`src/rtl/uart_tx_fifo.sv`:
```
// ============================================================================
//  Module   : uart_tx_fifo
//  Purpose  : Byte FIFO in front of a UART transmitter. Bytes written by the
//             host are queued in a circular buffer and handed to uart_tx one
//             at a time using a start pulse / busy handshake.
//  Options  : `define UART_TX_FIFO_OVF_EN adds an 8-bit saturating counter of
//             rejected writes (ovf_count) with a synchronous clear (ovf_clr).
//  Revision : 1.0  initial release
// ============================================================================
`default_nettype none

module uart_tx_fifo #(
    parameter int DEPTH = 16,
    parameter int AW    = $clog2(DEPTH)
) (
    input  logic          clk,
    input  logic          rst,
    input  logic          wr_en,
    input  logic [7:0]    wr_data,
    output logic          full,
    output logic          empty,
    output logic [AW:0]   count,
    output logic          tx_start,
    output logic [7:0]    tx_data,
    input  logic          tx_busy
`ifdef UART_TX_FIFO_OVF_EN
    ,
    output logic [7:0]    ovf_count,
    input  logic          ovf_clr
`endif
);

    // Only power-of-two depths in 2..256 let the pointers wrap by overflow.
    if ((DEPTH < 2) || (DEPTH > 256) || ((DEPTH & (DEPTH - 1)) != 0)) begin : g_depth_check
        $error("uart_tx_fifo: DEPTH must be a power of two between 2 and 256");
    end

    localparam logic [AW:0]   c_full_count = (AW+1)'(DEPTH);
    localparam logic [AW:0]   c_cnt_one    = (AW+1)'(1);
    localparam logic [AW-1:0] c_ptr_one    = AW'(1);

    typedef enum logic [1:0] {
        IDLE      = 2'd0,
        START     = 2'd1,
        WAIT_ACK  = 2'd2,
        WAIT_DONE = 2'd3
    } state_t;

    state_t        r_state;
    logic [7:0]    r_mem [DEPTH];
    logic [AW-1:0] r_wr_ptr;
    logic [AW-1:0] r_rd_ptr;
    logic [AW:0]   r_count;
    logic          r_tx_start;
    logic [7:0]    r_tx_data;

    logic w_full;
    logic w_empty;
    logic w_wr_acc;
    logic w_pop;

    // Flags come from the registered count only, so a write while full is
    // rejected even when a pop frees a slot on the same edge.
    assign w_full   = (r_count == c_full_count);
    assign w_empty  = (r_count == '0);
    assign w_wr_acc = wr_en && !w_full;
    assign w_pop    = (r_state == IDLE) && !w_empty && !tx_busy;

    assign full     = w_full;
    assign empty    = w_empty;
    assign count    = r_count;
    assign tx_start = r_tx_start;
    assign tx_data  = r_tx_data;

    // Storage array; validity is tracked by count, so no reset is needed here.
    always_ff @(posedge clk) begin
        if (w_wr_acc) begin
            r_mem[r_wr_ptr] <= wr_data;
        end
    end

    // Pointers and occupancy; simultaneous write and pop leave count as is.
    always_ff @(posedge clk or posedge rst) begin
        if (rst) begin
            r_wr_ptr <= '0;
            r_rd_ptr <= '0;
            r_count  <= '0;
        end else begin
            if (w_wr_acc) begin
                r_wr_ptr <= r_wr_ptr + c_ptr_one;
            end
            if (w_pop) begin
                r_rd_ptr <= r_rd_ptr + c_ptr_one;
            end
            case ({w_wr_acc, w_pop})
                2'b10:   r_count <= r_count + c_cnt_one;
                2'b01:   r_count <= r_count - c_cnt_one;
                default: r_count <= r_count;
            endcase
        end
    end

    // Handshake FSM with registered start pulse and held transmit byte.
    always_ff @(posedge clk or posedge rst) begin
        if (rst) begin
            r_state    <= IDLE;
            r_tx_start <= 1'b0;
            r_tx_data  <= 8'h00;
        end else begin
            case (r_state)
                IDLE: begin
                    r_tx_start <= 1'b0;
                    if (w_pop) begin
                        r_state    <= START;
                        r_tx_start <= 1'b1;
                        r_tx_data  <= r_mem[r_rd_ptr];
                    end
                end
                START: begin
                    r_state    <= WAIT_ACK;
                    r_tx_start <= 1'b0;
                end
                WAIT_ACK: begin
                    r_tx_start <= 1'b0;
                    if (tx_busy) begin
                        r_state <= WAIT_DONE;
                    end
                end
                WAIT_DONE: begin
                    r_tx_start <= 1'b0;
                    if (!tx_busy) begin
                        r_state <= IDLE;
                    end
                end
                default: begin
                    r_state    <= IDLE;
                    r_tx_start <= 1'b0;
                end
            endcase
        end
    end

`ifdef UART_TX_FIFO_OVF_EN
    logic [7:0] r_ovf_count;
    logic       w_wr_rej;

    assign w_wr_rej  = wr_en && w_full;
    assign ovf_count = r_ovf_count;

    // Saturating count of dropped writes; clear wins over an increment.
    always_ff @(posedge clk or posedge rst) begin
        if (rst) begin
            r_ovf_count <= 8'h00;
        end else if (ovf_clr) begin
            r_ovf_count <= 8'h00;
        end else if (w_wr_rej && (r_ovf_count != 8'hFF)) begin
            r_ovf_count <= r_ovf_count + 8'h01;
        end
    end
`endif

endmodule

`default_nettype wire

```
`config.mk`:
```
export PLATFORM = sky130hd
export DESIGN_NAME = uart_tx_fifo
export DESIGN_NICKNAME = d
export VERILOG_FILES = /design/src/rtl/uart_tx_fifo.sv
export SDC_FILE = /design/constraint.sdc
export NUM_CORES = 1
export LEC_CHECK = 0
export CAP_MARGIN = 40
export CORE_MARGIN = 1.5
export CORE_UTILIZATION = 59
export DETAILED_ROUTE_END_ITERATION = 10
export PLACE_DENSITY = 0.8
export SETUP_SLACK_MARGIN = 0.05
export SLEW_MARGIN = 20
export SYNTH_ARGS = -nofsm -noshare
export SYNTH_HDL_FRONTEND = slang
export SYNTH_SLANG_ARGS = --single-unit
```
`constraint.sdc`:
```
create_clock -name clk -period 4.1 [get_ports clk]
set_clock_uncertainty 0.2 [all_clocks]
set_input_delay 0.82 -clock clk [delete_from_list [all_inputs] [get_ports clk]]
set_output_delay 0.82 -clock clk [all_outputs]
set_load 0.01 [all_outputs]
```
# Word-level counts from Yosys, hierarchy flattened
# Memories as Yosys holds them, arrays and structs flattened. A register that Yosys moved wholly into a read port is not among the register bits.
# Index checks and enable logic that the tools add are counted.
# totals
ff_bits,16
ram_bits,128
output_inout_bits,16
elab_cells,40
n_memories,1
# mem_list
memory,depth,width,rd,rd_clocked_by_memory_dff,wr,line_no,source
r_mem,16,8,1,1,1,50,logic [7:0] r_mem [DEPTH];
# op_classes
addsub,4
n_eq_ne,9
mux,9
n_reduce_logical,12
# ops
operator,n
$pmux 5 s2,1
$add 4x1->4 const B,2
$pmux 2 s4,1
$eq 2x2->1 const B,3
$mux 2,3
$ne 2x2->1 const B,3
$add 5x1->5 const B,1
$eq 5x5->1 const B,1
$logic_not 5->1,1
$sub 5x1->5 const B,1
$eq 2x1->1 const B,2
$logic_and 1x1->1,3
$logic_not 1->1,3
$mux 1,3
$reduce_and 3->1,1
$reduce_or 3->1,1
$logic_not 2->1,1
$pmux 1 s2,1
$reduce_and 2->1,1
$reduce_bool 2->1,1

# Logic depth before layout (Yosys ltp)
# logic_depth
word_depth,6
depth_mapped,14
ltp_nobuf,12

# Worst setup path before layout
# No wires, ideal clock.
# synth_path
path_kind,register to register
start,register r_count[1] (netlist: count[1])
end,register r_count[4] (netlist: count[4])
t_arrival_ns,2.871
t_required_ns,3.777
setup_slack_ns,0.906
path_stages_with_launch,14
synth_period_minus_slack_ns,3.194
path_cell_list,dfrtp_1 buf_6 or4_4 o21ai_4 buf_2 inv_1 ha_1 clkbuf_1 xor2_1 ha_1 o211a_1 o31ai_1 a31oi_1 xnor2_1
# synth_via
elab_chain_len,6
word_cells_on_any_way,13
cone_classes,add/sub: 2; eq/ne: 3; mux: 1; reduce/logical: 7
# synth_lines
element,line_no,source
"start, declared",53,logic [AW:0] r_count;
"start signal, assigned",96,2'b10: r_count <= r_count + c_cnt_one;
"start signal, assigned",97,2'b01: r_count <= r_count - c_cnt_one;
"start signal, assigned",98,default: r_count <= r_count;
$logic_not 5->1 *,65,assign w_empty = (r_count == '0);
$logic_not 1->1 *,67,assign w_pop = (r_state == IDLE) && !w_empty && !tx_busy;
$logic_and 1x1->1 * (2 in series),67,
via w_pop,60,logic w_pop;
$eq 2x1->1 or $eq 2x2->1 (tied branches),95,"case ({w_wr_acc, w_pop})"
$pmux 5 s2 or $reduce_bool 2->1 (tied branches),-,
# The timed path passes the listed nets; every way through them passes the cells marked *.
# A chain may end at the register's enable or synchronous reset.

# Worst setup path after layout
# layout_path
start,register r_count[1] (netlist: count[1])
end,output full
# layout_via
elab_chain_len,1
# layout_lines
element,line_no,source
$eq 5x5->1,64,assign w_full = (r_count == c_full_count);
"end, declared",20,"output logic full,"
# Every way passes these cells.

==> impl_metrics.env <==
export IMPL_clk_latency_ns=0.52
export IMPL_fin_tns_setup_ns=0
export IMPL_post_route_period_util=0.800
export IMPL_die_width_um=106
export IMPL_grt_pass1_wl_mm=18.0
export IMPL_grt_max_degree=34
export IMPL_die_h_um=106
export IMPL_arrival_ns=2.26
export IMPL_antenna_cells=0
export IMPL_drc=0
export IMPL_p_leak_nw=2.57
export IMPL_area_growth_pct=17.3
export IMPL_grtUsageTotal=0.229
export IMPL_cts_buffers=17
export IMPL_yosysSeqAreaShare=0.710
export IMPL_cts_tree="built"
export IMPL_slew_viol_final=0
export IMPL_post_cts_buffers=0
export IMPL_dieArea_um2=11200
export IMPL_synth_seq_cells=152
export IMPL_tightest_slew_ns=0.863
export IMPL_antenna_found_initial=0
export IMPL_first_pass_iters=4
export IMPL_syn_nets=358
export IMPL_crit_type="reg2out"
export IMPL_grt_ovfl_total=0
export IMPL_setup_viol=0
export IMPL_io_pins=28
export IMPL_ant_nets=0
export IMPL_synth_edf_count=128
export IMPL_path_clk_slew_ns=0.06
export IMPL_synth_area_top_cells="edfxtp_1, mux4_2, dfrtp_1"
export IMPL_max_freq_mhz=305
export IMPL_synth_area_um2=6260
export IMPL_gp_congestion=0.792
export IMPL_fin_area_um2=7340
export IMPL_yosysTopAreaCell="edfxtp_1"
export IMPL_ir_worst_vdd_mv=0.314
export IMPL_clock_path_buffers=2
export IMPL_vias_per_cell=5.99
export IMPL_avgRoutedWirePerCell_um=22.2
export IMPL_netlist_instances=333
export IMPL_yosys_cell_types_count=39
export IMPL_num_vias=3167
export IMPL_cp_start_kind="flip-flop"
export IMPL_cp_required_ns=3.08
export IMPL_crit_path_end_kind="output port"
export IMPL_utilization=0.711
export IMPL_nets=405
export IMPL_synthArstFlopShare=0.158
export IMPL_fin_crit_ns=3.28
export IMPL_buffer_ports_inserted=27
export IMPL_hold_class="reg2reg"
export IMPL_place_area_um2=6710
export IMPL_hold_viol=0
export IMPL_postSynthAreaPerCell_um2=18.8
export IMPL_ctsHtreeMaxLevel=4
export IMPL_layout_commonest_cell="edfxtp_1"
export IMPL_first_iter_violations=247
export IMPL_mostFrequentLayoutCells="edfxtp_1, mux4_2, clkdlybuf4s50_1, dfrtp_1, nand2_1"
export IMPL_num_rows=37
export IMPL_power_density_nw_per_um2=687
export IMPL_status="complete, no violations"
export IMPL_cts_root_buf="clkbuf_8"
export IMPL_holdBufCountCts=0
export IMPL_synth_top_cell_area_share=0.614
export IMPL_start_util=0.606
export IMPL_slew_limit_headroom=0.425
export IMPL_cts_sinks=152
export IMPL_path_max_fanout=10
export IMPL_drt_total_wl_mm=11.8
export IMPL_grt_pass1_vias=3189
export IMPL_cts_resized_gates=0
export IMPL_ys_warn_count=0
export IMPL_drive_above_1_share=0.254
export IMPL_rsz0062_at_grt="false"
export IMPL_ys_flop_type="edfxtp_1"
export IMPL_dp_hpwl_mm=7.03
export IMPL_core_um2=10300
export IMPL_maxCapViolations=0
## kinds of logic (layout without fill, tap and decap cells)
kind of cell | Yosys count | after routing | share of synthesized area
compound gates | 23 | 23 | 0.0364
flops | 152 | 152 | 0.710
fa+ha+maj | 13 | 13 | 0.0260
xor+xnor | 10 | 10 | 0.0140
simple gates | 55 | 55 | 0.0436
buf+inv | 28 | 88 | 0.0218
mux | 52 | 52 | 0.148
## power by group
| group | internal [W] | switching [W] |
|---|---|---|
| combinational | 0.000720 | 0.000635 |
| clock | 0.000870 | 0.000610 |
| sequential | 0.00192 | 0.000285 |
| total | 0.00351 | 0.00153 |
## synthesized netlist by cell type (all sizes together), types with 5 or more instances
| library cell | n |
|---|---|
| buf | 12 |
| o21ai | 5 |
| nor2 | 17 |
| ha | 13 |
| inv | 10 |
| o221ai | 8 |
| dfrtp | 24 |
| edfxtp | 128 |
| mux2i | 17 |
| xnor2 | 7 |
| mux4 | 32 |
| nand2 | 22 |
| clkbuf | 6 |
## cell type report
class | instances | area (µm²)
Clock buffer | 18 | 418
Clock inverter | 14 | 149
Fill cell | 617 | 2980
Inverter | 10 | 40.0
Multi-Input combinational cell | 153 | 1680
Sequential cell | 152 | 4450
Tap cell | 136 | 170
Timing Repair Buffer | 46 | 440
## layer usage
metal / share of wire / GRT usage / vias to the layer above / wire (µm)
met5: 0 / 0 / - / 0
met4: 0.018 / 0.101 / 0 / 216
met3: 0.052 / 0.0417 / 17 / 607
met2: 0.52 / 0.386 / 108 / 6140
met1: 0.41 / 0.294 / 1631 / 4790
li1: - / - / 1411 / -
## critical path, cell delays in order, from the launching register on
cell and delay [ns]:
dfrtp_1 0.48, or4_4 0.60, nor2_1 0.12, clkdlybuf4s50_1 0.54
## per-stage QoR
stage / hold WS (ns) / power, W / setup slack, ns / std cells
final: 0.313 / 0.00504 / 0.818 / 529
after global routing: 0.342 / 0.00529 / 0.610 / 529
after CTS: 0.314 / 0.00507 / 0.787 / 521
after detailed placement: 0.291 / 0.00358 / 0.662 / 489
after global placement: 0.293 / 0.00348 / 0.765 / 487
after floorplan: 0.325 / 0.00313 / 0.906 / 333
## flip-flops by register name, summed over array words and instances, names as in the netlist
register	flops
count	5
r_mem	128
r_rd_ptr	4
r_state	2
r_wr_ptr	4
tx_data	8
tx_start	1
## path summary, 6_finish.rpt
check,from,to,slack [ns],cells after the start
setup / recovery,count[1],full,0.82,3
hold / removal,tx_data[4],tx_data[4],0.31,2
setup reg to reg,count[1],count[4],0.82,10
hold reg to reg,tx_data[4],tx_data[4],0.31,2
max in group asynchronous,rst,r_rd_ptr[3],2.93,3
min in group asynchronous,rst,count[1],0.33,2
Note: power is estimated with default switching activity, not from simulation.
==> variant 1 (config.mk and constraints unchanged) <==
The parameter `DEPTH` goes from 16 to 32.
--- a/src/rtl/uart_tx_fifo.sv
+++ b/src/rtl/uart_tx_fifo.sv
@@ -12,3 +12,3 @@
 module uart_tx_fifo #(
-    parameter int DEPTH = 16,
+    parameter int DEPTH = 32,
     parameter int AW    = $clog2(DEPTH)
Ports: changed (resized count); port bits go from 28 to 29. The function was not compared with the original's and may differ.
==> variant 1 against the original RTL <==
  * Design area grew 77%
  * Highest routed layer unchanged
  * Area after synthesis grew 83%
  * Sequential power grew 71%
  * Total power grew 72%
  * Hold slack gained 20 ps
  * Worst setup slack lost 160 ps
  * First-iteration DRC count grew to 2.7 times the old value
  * Sequential cell count grew 131
  * Wire length grew 110%
==> variant 1: results (changes against the original RTL) <==
| Metric | Value |
|---|---|
| Maximum root-to-sink buffer count | `3 (was 2)` |
| Asr flop ratio synth | `9.54% (was 15.8%)` |
| Critical R2R Launch | `count[3] (was count[1])` |
| Commonest cells post-synth | `edfxtp_1, nor2_1, mux2i_1 (was edfxtp_1, mux4_2, dfrtp_1)` |
| DR iter-0 viols | `678 (was 247)` |
| First-pass GRT wire length | `38,100 µm (was 18,000 µm)` |
| Post-CTS sizing | `0 (unchanged)` |
| CP Class | `register to register (was register to output pin)` |
| Placed inst area | `12,100 µm² (was 6710 µm²)` |
| Largest register FFs | `256 (was 128)` |
| GR Layer Usage met3 | `5.01% (was 4.17%)` |
| Gr usage total | `25.7% (was 22.9%)` |
| H-tree depth | `1 (was 4)` |
| Grt met1 use | `34.9% (was 29.4%)` |
| Peak supply drop | `417 µV (was 314 µV)` |
| Synth unique cells | `50 (was 39)` |
| Hpwl dp | `15,300 µm (was 7030 µm)` |
| Worst Path Arrival | `3700 ps (was 2260 ps)` |
| Worst-Skew Late Latency | `550 ps (was 520 ps)` |
| Outcome | `complete, no violations (unchanged)` |
| Sw Pwr | `2.69 mW (was 1.53 mW)` |
| Met3 routed WL | `2170 µm (was 607 µm)` |
| M1 WL | `9630 µm (was 4790 µm)` |
| Met2 Use GR | `41.5% (was 38.6%)` |
| WL/cell | `25.4 µm (was 22.2 µm)` |
| TritonRoute pass-1 iters | `5 (was 4)` |
| DR WL met2 | `11,900 µm (was 6140 µm)` |
| Vias | `6,191 (was 3,167)` |
| Clock root buffer | `clkbuf_16 (was clkbuf_8)` |
| Post-synth EDFFs | `256 (was 128)` |
| Synth top area cells | `edfxtp_1, mux4_2, dfrtp_1, mux2i_1, nor2_1 (was edfxtp_1, mux4_2, dfrtp_1, mux2i_1, ha_1)` |
| Fin nets | `715 (was 405)` |
| Worst-margin pin slew | `804 ps (was 863 ps)` |
| Post-place setup slack | `408 ps (was 662 ps)` |
| Hold path start | `tx_data[3] (was tx_data[4])` |
| CTS Buf Count | `28 (was 17)` |
| Setup WS post-layout | `659 ps (was 818 ps)` |
| Ys Warns | `0 (unchanged)` |
| Sequential-to-total area share from yosys stat | `73.1% (was 71.0%)` |
| Vias in the first global route | `6,487 (was 3,189)` |
| Largest net degree at the start of global routing | `37 (was 34)` |
| Antenna violations before repair | `1 (was 0)` |
| IO buf count | `28 (was 27)` |
| Antenna diode count | `0 (unchanged)` |
| Syn_nets | `663 (was 358)` |
| Flop2flop setup slack | `660 ps (was 820 ps)` |
| Lkg Pwr | `4.41 nW (was 2.57 nW)` |
## variant 1: changes by cell type after synthesis, moves of 8 or more
cell	before	now
a211oi_1	0	9
a22oi_1	0	14
edfxtp_1	128	256
mux2i_1	17	53
nor2_1	16	56
o21ai_1	0	8
o221ai_2	8	0
o22ai_1	0	15
## variant 1: metrics by stage
step                      hold WS [ps]  std cells
after global placement             281        915
final                              333        968
after floorplan                    317        636
after global routing               347        968
after detailed placement           317        918
after CTS                          331        968
## variant 1: power groups by stage
stage          clock (mW)  sequential (mW)  combinational, mW
3_5_place_dp            0             3.82               2.32
3_3_place_gp            0             3.81               2.23
4_1_cts              2.54             3.77               2.35
6_report             2.52             3.77               2.37
5_1_grt              2.65             3.81               2.54
2_1_floorplan           0             3.62               1.80
## variant 1: cells by family (layout without fill, tap and decap cells)
group           Yosys count  in the layout  share of synthesized area (%)
mux                      91             91                           12.1
xor+xnor                 12             12                          0.918
fa+ha+maj                15             15                           1.71
flops                   283            283                           73.1
buf+inv                  45            117                           2.52
simple gates            103            103                           4.44
compound gates           87             87                           5.28
## variant 1: final cells by class
type | count | area, µm²
sequential | 283 | 8370
fill | 1213 | 5930
multi-input combinational | 308 | 2800
clock buffer | 37 | 754
timing repair buffer | 56 | 526
tap | 260 | 325
clock inverter | 13 | 155
inverter | 11 | 43.8
## variant 1: worst min-delay path by stage
stage	to	slack [ps]	cells after the start
floorplan	r_state[1]	320	1
global placement	tx_data[3]	280	2
detailed placement	tx_data[7]	320	1
CTS	tx_data[7]	330	1
global route	tx_data[1]	350	1
finish	tx_data[3]	330	2
## variant 1: worst max-delay path, cell delays in order (launching register included)
cell and delay [ps]:
dfrtp_1 410, or4_4 570, o31a_1 390, inv_1 110
ha_1 370, ha_1 350, nor4b_1 460, a21oi_1 130
o31a_1 140, nand3_1 100, xnor2_1 120
==> variant 2 (same settings) <==
Made on the original files. Register the output `count` once more, cleared by the reset; this adds one clock of latency there. The other outputs are not delayed to match. Comments in the files are not updated.
--- a/src/rtl/uart_tx_fifo.sv
+++ b/src/rtl/uart_tx_fifo.sv
@@ -70,3 +70,9 @@
     assign empty    = w_empty;
-    assign count    = r_count;
+    always_ff @(posedge clk or posedge rst) begin
+        if (rst) begin
+            count <= '0;
+        end else begin
+            count <= r_count;
+        end
+    end
     assign tx_start = r_tx_start;
Behaviour: not the same (a bounded check fails within 4 cycles, from zero or initial values and one cycle with rst high).
==> variant 2 against the original RTL <==
  * Sequential cell count up 5
  * Total power up 4.5%
  * Worst setup slack got worse by 340 ps
  * Design area grew 2.7%
  * Wire length is 2.1% higher
  * Sequential share of layout area is 0.054 points higher
  * Count of clock-buffer cells in the layout down 1
  * Area after synthesis is 3.0% higher
  * Synthesized cell count is 3.6% higher
  * Combinational power rose by 13%
  * Critical path type is now register to register
  * Largest cell class unchanged
==> variant 2: results (changes against the original RTL) <==
| Metric | Value |
|---|---|
| Hold path start | `r_count[3] (was tx_data[4])` |
| Sequential cell area | `4570 µm² (was 4450 µm²)` |
| Vias in the first global route | `3,268 (was 3,189)` |
| Grt met1 use | `30.9% (was 29.4%)` |
| Chip width | `107 µm (was 106 µm)` |
| Final hold slack | `273 ps (was 313 ps)` |
| Met2 Use GR | `37.3% (was 38.6%)` |
| DR iter-0 viols | `291 (was 247)` |
| Worst Path Arrival | `3830 ps (was 2260 ps)` |
| Total wire length | `12,000 µm (was 11,800 µm)` |
| WHS Path Cells | `0 (was 2)` |
| Fin nets | `420 (was 405)` |
| Post-place setup slack | `465 ps (was 662 ps)` |
| Largest net degree at the start of global routing | `21 (was 34)` |
| Multi-input logic area | `1680 µm² (about the same)` |
| Hpwl dp | `7550 µm (was 7030 µm)` |
| Post-synth EDFFs | `128 (unchanged)` |
| Syn_nets | `370 (was 358)` |
| Met3 routed WL | `785 µm (was 607 µm)` |
| Asr flop ratio synth | `18.5% (was 15.8%)` |
| Final GP Congestion | `0.755 (was 0.792)` |
| Outcome | `complete, no violations (unchanged)` |
| Clock root buffer | `clkbuf_8 (unchanged)` |
| Multi-input gates | `159 (was 153)` |
| Maximum root-to-sink buffer count | `2 (unchanged)` |
| Layout fillers | `635 (was 617)` |
| GR Layer Usage met3 | `6.84% (was 4.17%)` |
| Synth unique cells | `39 (unchanged)` |
| Placed inst area | `6960 µm² (was 6710 µm²)` |
| DR WL met2 | `6140 µm (about the same)` |
| First-pass GRT wire length | `18,600 µm (was 18,000 µm)` |
| Final period util | `88.3% (was 80.0%)` |
| Largest delay share family, worst path | `compound AO/OA/AOI/OAI gates (was simple AND/OR/NAND/NOR gates)` |
| Seq_cells | `157 (was 152)` |
| M1 WL | `4970 µm (was 4790 µm)` |
| Antenna violations before repair | `0 (unchanged)` |
| Signal buf overhead | `6.77% (was 6.00%)` |
| Gr usage total | `23.0% (was 22.9%)` |
| Worst-margin pin slew | `841 ps (was 863 ps)` |
| CP max FO | `20 (was 10)` |
| Critical Path End | `r_count[4] (was full)` |
| Signal buffers | `50 (was 46)` |
| Peak supply drop | `451 µV (was 314 µV)` |
| Synth top area cells | `edfxtp_1, dfrtp_1, mux4_2, mux4_1, ha_1 (was edfxtp_1, mux4_2, dfrtp_1, mux2i_1, ha_1)` |
| Vias | `3,222 (was 3,167)` |
| Commonest cells post-synth | `edfxtp_1, dfrtp_1, mux4_2 (was edfxtp_1, mux4_2, dfrtp_1)` |
| Flop2flop setup slack | `480 ps (was 820 ps)` |
| Sequential-to-total area share from yosys stat | `70.9% (was 71.0%)` |
| Critical Path Start | `r_count[1] (was count[1])` |
| Clock network area share | `7.49% (was 7.72%)` |
| Fraction of layout cells with a size suffix above 1 | `21.6% (was 25.4%)` |
| Lkg Pwr | `2.72 nW (was 2.57 nW)` |
-- variant 2: changes by cell type in the layout (fill, tap and decap cells not counted), moves of 3 or more --
| cell | change |
|---|---|
| clkinv_2 | -3 |
| dfrtp_1 | +6 |
| inv_8 | +3 |
| mux2_2 | +6 |
| mux4_1 | +10 |
| mux4_2 | -10 |
| nand2_1 | -4 |
| nor2_1 | +3 |
| o21ai_0 | +7 |
| o221ai_2 | -8 |
-- variant 2: power by group --
group          switching, mW  internal, mW  leakage, nW
Combinational          0.694         0.830        0.942
Clock                  0.656         0.826        0.272
Sequential             0.268          2.00         1.50
Total                   1.62          3.65         2.72
-- variant 2: how the worst min path moves through the flow --
stage / endpoint
2_1_floorplan: count[2]
3_3_place_gp: count[3]
3_5_place_dp: count[3]
4_1_cts: count[3]
5_1_grt: count[3]
6_report: count[3]
-- variant 2: per-stage QoR --
step	utilization, %	power, mW	std cells
finish	72.0	5.27	544
global route	72.0	5.53	544
floorplan	-	3.30	345
CTS	71.9	5.30	542
global placement	65.6	3.66	506
detailed placement	66.5	3.81	510
-- variant 2: kinds of logic after synthesis --
group                      share of synthesized area (%)
xor gates and xnor gates                            1.50
muxes                                               15.8
and+or+nand+nor                                     3.69
adders and majority gates                           2.53
buffers and inverters                               2.91
AOI/OAI and AO/OA                                   2.60
DFF                                                 70.9
-- variant 2: worst register-to-register path, cell delays in order, from the launching register on --
cell     delay [ps]
dfrtp_1         480
or4_4           590
o21ai_2         570
inv_1           230
ha_1            360
xor2_1          190
ha_1            220
o211a_1         230
o31ai_1         190
a31oi_1          90
xnor2_1         150
